==> src/rtl/cpu_sequencer.sv <==
// Eight-phase instruction timing for the VeriRISC CPU, with run/halt control and a retired-instruction counter.
// Build option: define SEQ_STEP_EN to add single-instruction stepping through the STEP state.
//
//   state  | meaning
//   IDLE   | after reset; phase held at 0, strobes low
//   RUN    | free-running instruction phases; halts only at the 7->0 boundary
//   STEP   | runs one instruction, then HALTED (SEQ_STEP_EN builds only)
//   HALTED | stopped by the CPU's halt, or after a step; phase held at 0
module cpu_sequencer #(
  parameter int CNT_W     = 16,
  parameter int ALU_PHASE = 6
) (
  input  logic             clk,
  input  logic             rst_,
  input  logic             start,
  input  logic             halt,
  input  logic             step,
  input  logic             clr_cnt,
  output logic             fetch,
  output logic             cntrl_clk,
  output logic             alu_clk,
  output logic [2:0]       phase,
  output logic             running,
  output logic [CNT_W-1:0] instr_cnt
);

  typedef enum logic [1:0] {IDLE, RUN, STEP, HALTED} state_t;

  localparam logic [2:0] ALU_P = 3'(ALU_PHASE);

  state_t     state, state_nxt;
  logic [2:0] phase_nxt;
  logic       run_now, run_nxt, retire;
  logic       fetch_nxt, cntrl_nxt, alu_nxt;

`ifndef SEQ_STEP_EN
  logic unused_step;
  assign unused_step = step;
`endif

  always_ff @(posedge clk or negedge rst_) begin
    if (!rst_) begin
      state     <= IDLE;
      phase     <= 3'd0;
      fetch     <= 1'b0;
      cntrl_clk <= 1'b0;
      alu_clk   <= 1'b0;
      running   <= 1'b0;
    end else begin
      state     <= state_nxt;
      phase     <= phase_nxt;
      fetch     <= fetch_nxt;
      cntrl_clk <= cntrl_nxt;
      alu_clk   <= alu_nxt;
      running   <= run_nxt;
    end
  end

  always_comb begin
    state_nxt = state;
    unique case (state)
      IDLE, HALTED: begin
        if (start && !halt)
          state_nxt = RUN;
`ifdef SEQ_STEP_EN
        else if (step && !halt)
          state_nxt = STEP;
`endif
      end
      RUN:
        if (phase == 3'd7 && halt)
          state_nxt = HALTED;
`ifdef SEQ_STEP_EN
      STEP:
        if (phase == 3'd7)
          state_nxt = HALTED;
`endif
      default: state_nxt = IDLE;
    endcase
  end

  // Strobes decode the phase being entered so they switch on the same edge as phase.
  always_comb begin
    run_now   = (state == RUN) || (state == STEP);
    run_nxt   = (state_nxt == RUN) || (state_nxt == STEP);
    phase_nxt = (run_now && run_nxt) ? phase + 3'd1 : 3'd0;
    fetch_nxt = run_nxt && !phase_nxt[2];
    cntrl_nxt = run_nxt && phase_nxt[0];
    alu_nxt   = run_nxt && (phase_nxt == ALU_P);
    retire    = run_now && (phase == 3'd7);
  end

  // Clear takes priority over a coincident retirement; count saturates at all-ones.
  always_ff @(posedge clk or negedge rst_) begin
    if (!rst_)
      instr_cnt <= '0;
    else if (clr_cnt)
      instr_cnt <= '0;
    else if (retire && (instr_cnt != {CNT_W{1'b1}}))
      instr_cnt <= instr_cnt + CNT_W'(1);
  end

endmodule

==> config.mk <==
export PLATFORM = sky130hd
export DESIGN_NAME = cpu_sequencer
export DESIGN_NICKNAME = d
export VERILOG_FILES = /design/src/rtl/cpu_sequencer.sv
export SDC_FILE = /design/constraint.sdc
export NUM_CORES = 1
export LEC_CHECK = 0
export ABC_CLOCK_PERIOD_IN_PS = 3900
export CELL_PAD_IN_SITES_DETAIL_PLACEMENT = 1
export CELL_PAD_IN_SITES_GLOBAL_PLACEMENT = 1
export CORE_UTILIZATION = 41
export CTS_CLUSTER_SIZE = 16
export DETAILED_ROUTE_END_ITERATION = 16
export PLACE_DENSITY = 0.84
export SYNTH_ARGS = -nofsm -noshare
export SYNTH_HDL_FRONTEND = slang
export SYNTH_SLANG_ARGS = --single-unit
==> constraint.sdc <==
create_clock -name clk -period 3.9 [get_ports clk]
set_input_delay 0.39 -clock clk [delete_from_list [all_inputs] [get_ports clk]]
set_output_delay 0.39 -clock clk [all_outputs]
set_load 0.03 [all_outputs]
==> results.json <==
{
  "relSlewSlack": 0.346,
  "crit_type": "reg -> reg",
  "syn_nets": 156,
  "cp-start-kind": "register",
  "clk_pin_slew_worst_paths_ps": 150,
  "grt_pass1_wl_um": 6350,
  "avgSynthCellArea_um2": 9.60,
  "die_h_um": 60.3,
  "synth_area_leaders": "dfrtp_1 (45%), a21oi_1 (5.4%), ha_1 (4.5%)",
  "final-hold-violation-count": 0,
  "port_buffers": 27,
  "gr-total-overflow": 0,
  "finalWirelength_um": 3820,
  "final_cells": 216,
  "post-cts-setup-buffers": 0,
  "status": "complete, no violations",
  "crit_arrival_ps": 2570,
  "placementRows": 20,
  "grt_max_degree": 22,
  "required_ps": 4170,
  "end_kind": "register",
  "critPathSlowestCell": "nor4_1",
  "dieArea_um2": 3630,
  "multiInputGateArea_um2": 719,
  "via_per_inst": 6.05,
  "cts_buffers": 3,
  "seqCellArea_um2": 626,
  "worst_pin_slew_ps": 978,
  "wl_per_cell_um": 17.7,
  "fin_tns_setup_ps": 0,
  "clock_latency_ps": 340,
  "cts_hold_buf": 0,
  "placed_cells": 212,
  "cts.sinks": 25,
  "ctsLongestPathBuffers": 2,
  "finalWorstPathRequiredPeriod_ps": 2300,
  "drtAntennaViolNets": 0,
  "reg2reg_from": "instr_cnt[0]",
  "synthesis.instances": 145,
  "rsz0062_at_grt": "no",
  "dieWidth_um": 60.3,
  "reg2reg_to": "instr_cnt[11]",
  "fin_skew_ps": 9.78,
  "coreArea_um2": 3130,
  "vdd_drop_max_uv": 278,
  "synth_cell_types": 36,
  "grt_pass1_vias": 1344,
  "total_power_mw": 0.717,
  "dr_total_vias": 1306,
  "synthMostInstantiatedCell": "dfrtp_1",
  "syn-cell-area_um2": 1390,
  "syn2layout_area_growth_pct": 24.6,
  "final_cell_area_um2": 1730,
  "crit_path_max_fanout": 9,
  "worstPathCellList": "ha_1, nand3_1, nor4_1, o21ai_0, a21oi_1",
  "finalCritPeriodShare": 0.590,
  "r2r_setup_slack_ps": 1600,
  "antenna_found_initial": 0,
  "synth_top_area_share": 0.450,
  "max_freq_mhz": 434,
  "n_fill_cell": 370,
  "htree_levels": 1,
  "setup_viol": 0,
  "synth_top_area_cell": "dfrtp_1",
  "drv_cap": 0,
  "drv_slew": 0,
  "post_dp_cell_area_um2": 1700,
  "root_buffer": "clkbuf_4",
  "synthFlopType": "dfrtp_1",
  "synth-seq-cells": 25,
  "p_leak_nw": 0.666,
  "synth_warnings": 0,
  "async_reset_ff_frac": 1.00,
  "power.density_nw_per_um2": 413,
  "dr.first_iter.drc_count": 62,
  "nNetsFinal": 184,
  "grt_usage": 0.239,
  "startpoint": "instr_cnt[0]",
  "antenna_cells": 0,
  "initial_core_util": 0.445,
  "ios": 29,
  "seq_area_frac_synth": 0.450,
  "synthTopCellsByCount": "dfrtp_1 (25), a21oi_1 (15), nor2_1 (10)",
  "synth-edff-count": 0,
  "hp-class": "in -> async",
  "finalWeightedCongestion": 0.759,
  "cpPeakStageDelay_ps": 760,
  "layout-drive-gt1-share": 0.0756,
  "drcViolationCount": 0,
  "cts_tree": "done",
  "dp_hpwl_um": 2760,
  "post_cts_resize_count": 0,
  "first_pass_iters": 4,
  "reg2reg_depth": 5
}
==> worst max path at each step <==
| stage | to | slack, ps |
|---|---|---|
| 6_report | instr_cnt[11] | 1600 |
| 5_1_grt | instr_cnt[11] | 1330 |
| 3_3_place_gp | instr_cnt[11] | 1700 |
| 3_5_place_dp | instr_cnt[9] | 1610 |
| 4_1_cts | instr_cnt[9] | 1580 |
| 2_1_floorplan | instr_cnt[11] | 1810 |
==> final cells by class <==
type	instances	area share
multi-input combinational	108	0.415
sequential	25	0.361
timing repair buffer	28	0.160
tap	44	0.0317
inverter	7	0.0152
clock buffer	3	0.0130
clock inverter	1	0.00433
==> placed cells by master, fill, tap and decap left out, types with 3 or more instances in the layout <==
cell | Yosys | layout
a2111oi_0 | 3 | 3
a21oi_1 | 15 | 15
clkbuf_4 | 0 | 3
clkdlybuf4s50_1 | 0 | 27
dfrtp_1 | 25 | 25
ha_1 | 5 | 5
inv_1 | 7 | 7
nand2_1 | 5 | 5
nand2b_1 | 3 | 3
nand3_1 | 5 | 5
nand4_1 | 5 | 5
nor2_1 | 10 | 10
nor2b_1 | 4 | 4
nor3_1 | 6 | 6
nor4_1 | 6 | 6
o21ai_0 | 9 | 9
or3_1 | 5 | 5
or4_1 | 3 | 3
==> routing by layer <==
metal,global-route usage,share of wire,vias to the layer above,wire length (um)
met1,0.301,0.44,660,1670
met5,0,0,-,0
met4,0.0997,0.019,0,73
li1,-,-,613,-
met2,0.416,0.52,26,1980
met3,0.0216,0.025,7,94
==> sequential cells by signal, indices dropped and copies added, names as in the netlist <==
| signal | cells |
|---|---|
| state | 2 |
| running | 1 |
| alu_clk | 1 |
| phase | 3 |
| instr_cnt | 16 |
| cntrl_clk | 1 |
| fetch | 1 |
==> per-stage QoR <==
step           utilization  hold slack [ps]  worst slack, ps
6_report             0.554              565             1600
2_1_floorplan            -             94.4             1810
5_1_grt              0.554              607             1330
3_3_place_gp         0.545              526             1700
3_5_place_dp         0.545              537             1610
4_1_cts              0.554              578             1580
==> cells by family after synthesis <==
kind of cell    share of synthesized area
simple gates                        0.276
flops                               0.450
compound gates                      0.174
buf+inv                            0.0333
mux                                0.0225
fa+ha+maj                          0.0450
==> critical path, delay by kind of cell, from the launching register on <==
kind	cells	cell delay, ps
AND/OR/NAND/NOR	2	1110
flip-flops	1	500
AO/OA/AOI/OAI	2	360
adder cells (fa/ha/maj)	1	260
==> report_power, final <==
part           total [mW]  switching, mW  internal [mW]  leakage (nW)
Combinational       0.272          0.165          0.107         0.319
Clock               0.128         0.0885         0.0394        0.0139
Sequential          0.317         0.0220          0.295         0.333
Total               0.717          0.275          0.441         0.666
Power figures use the tool's default switching activity.
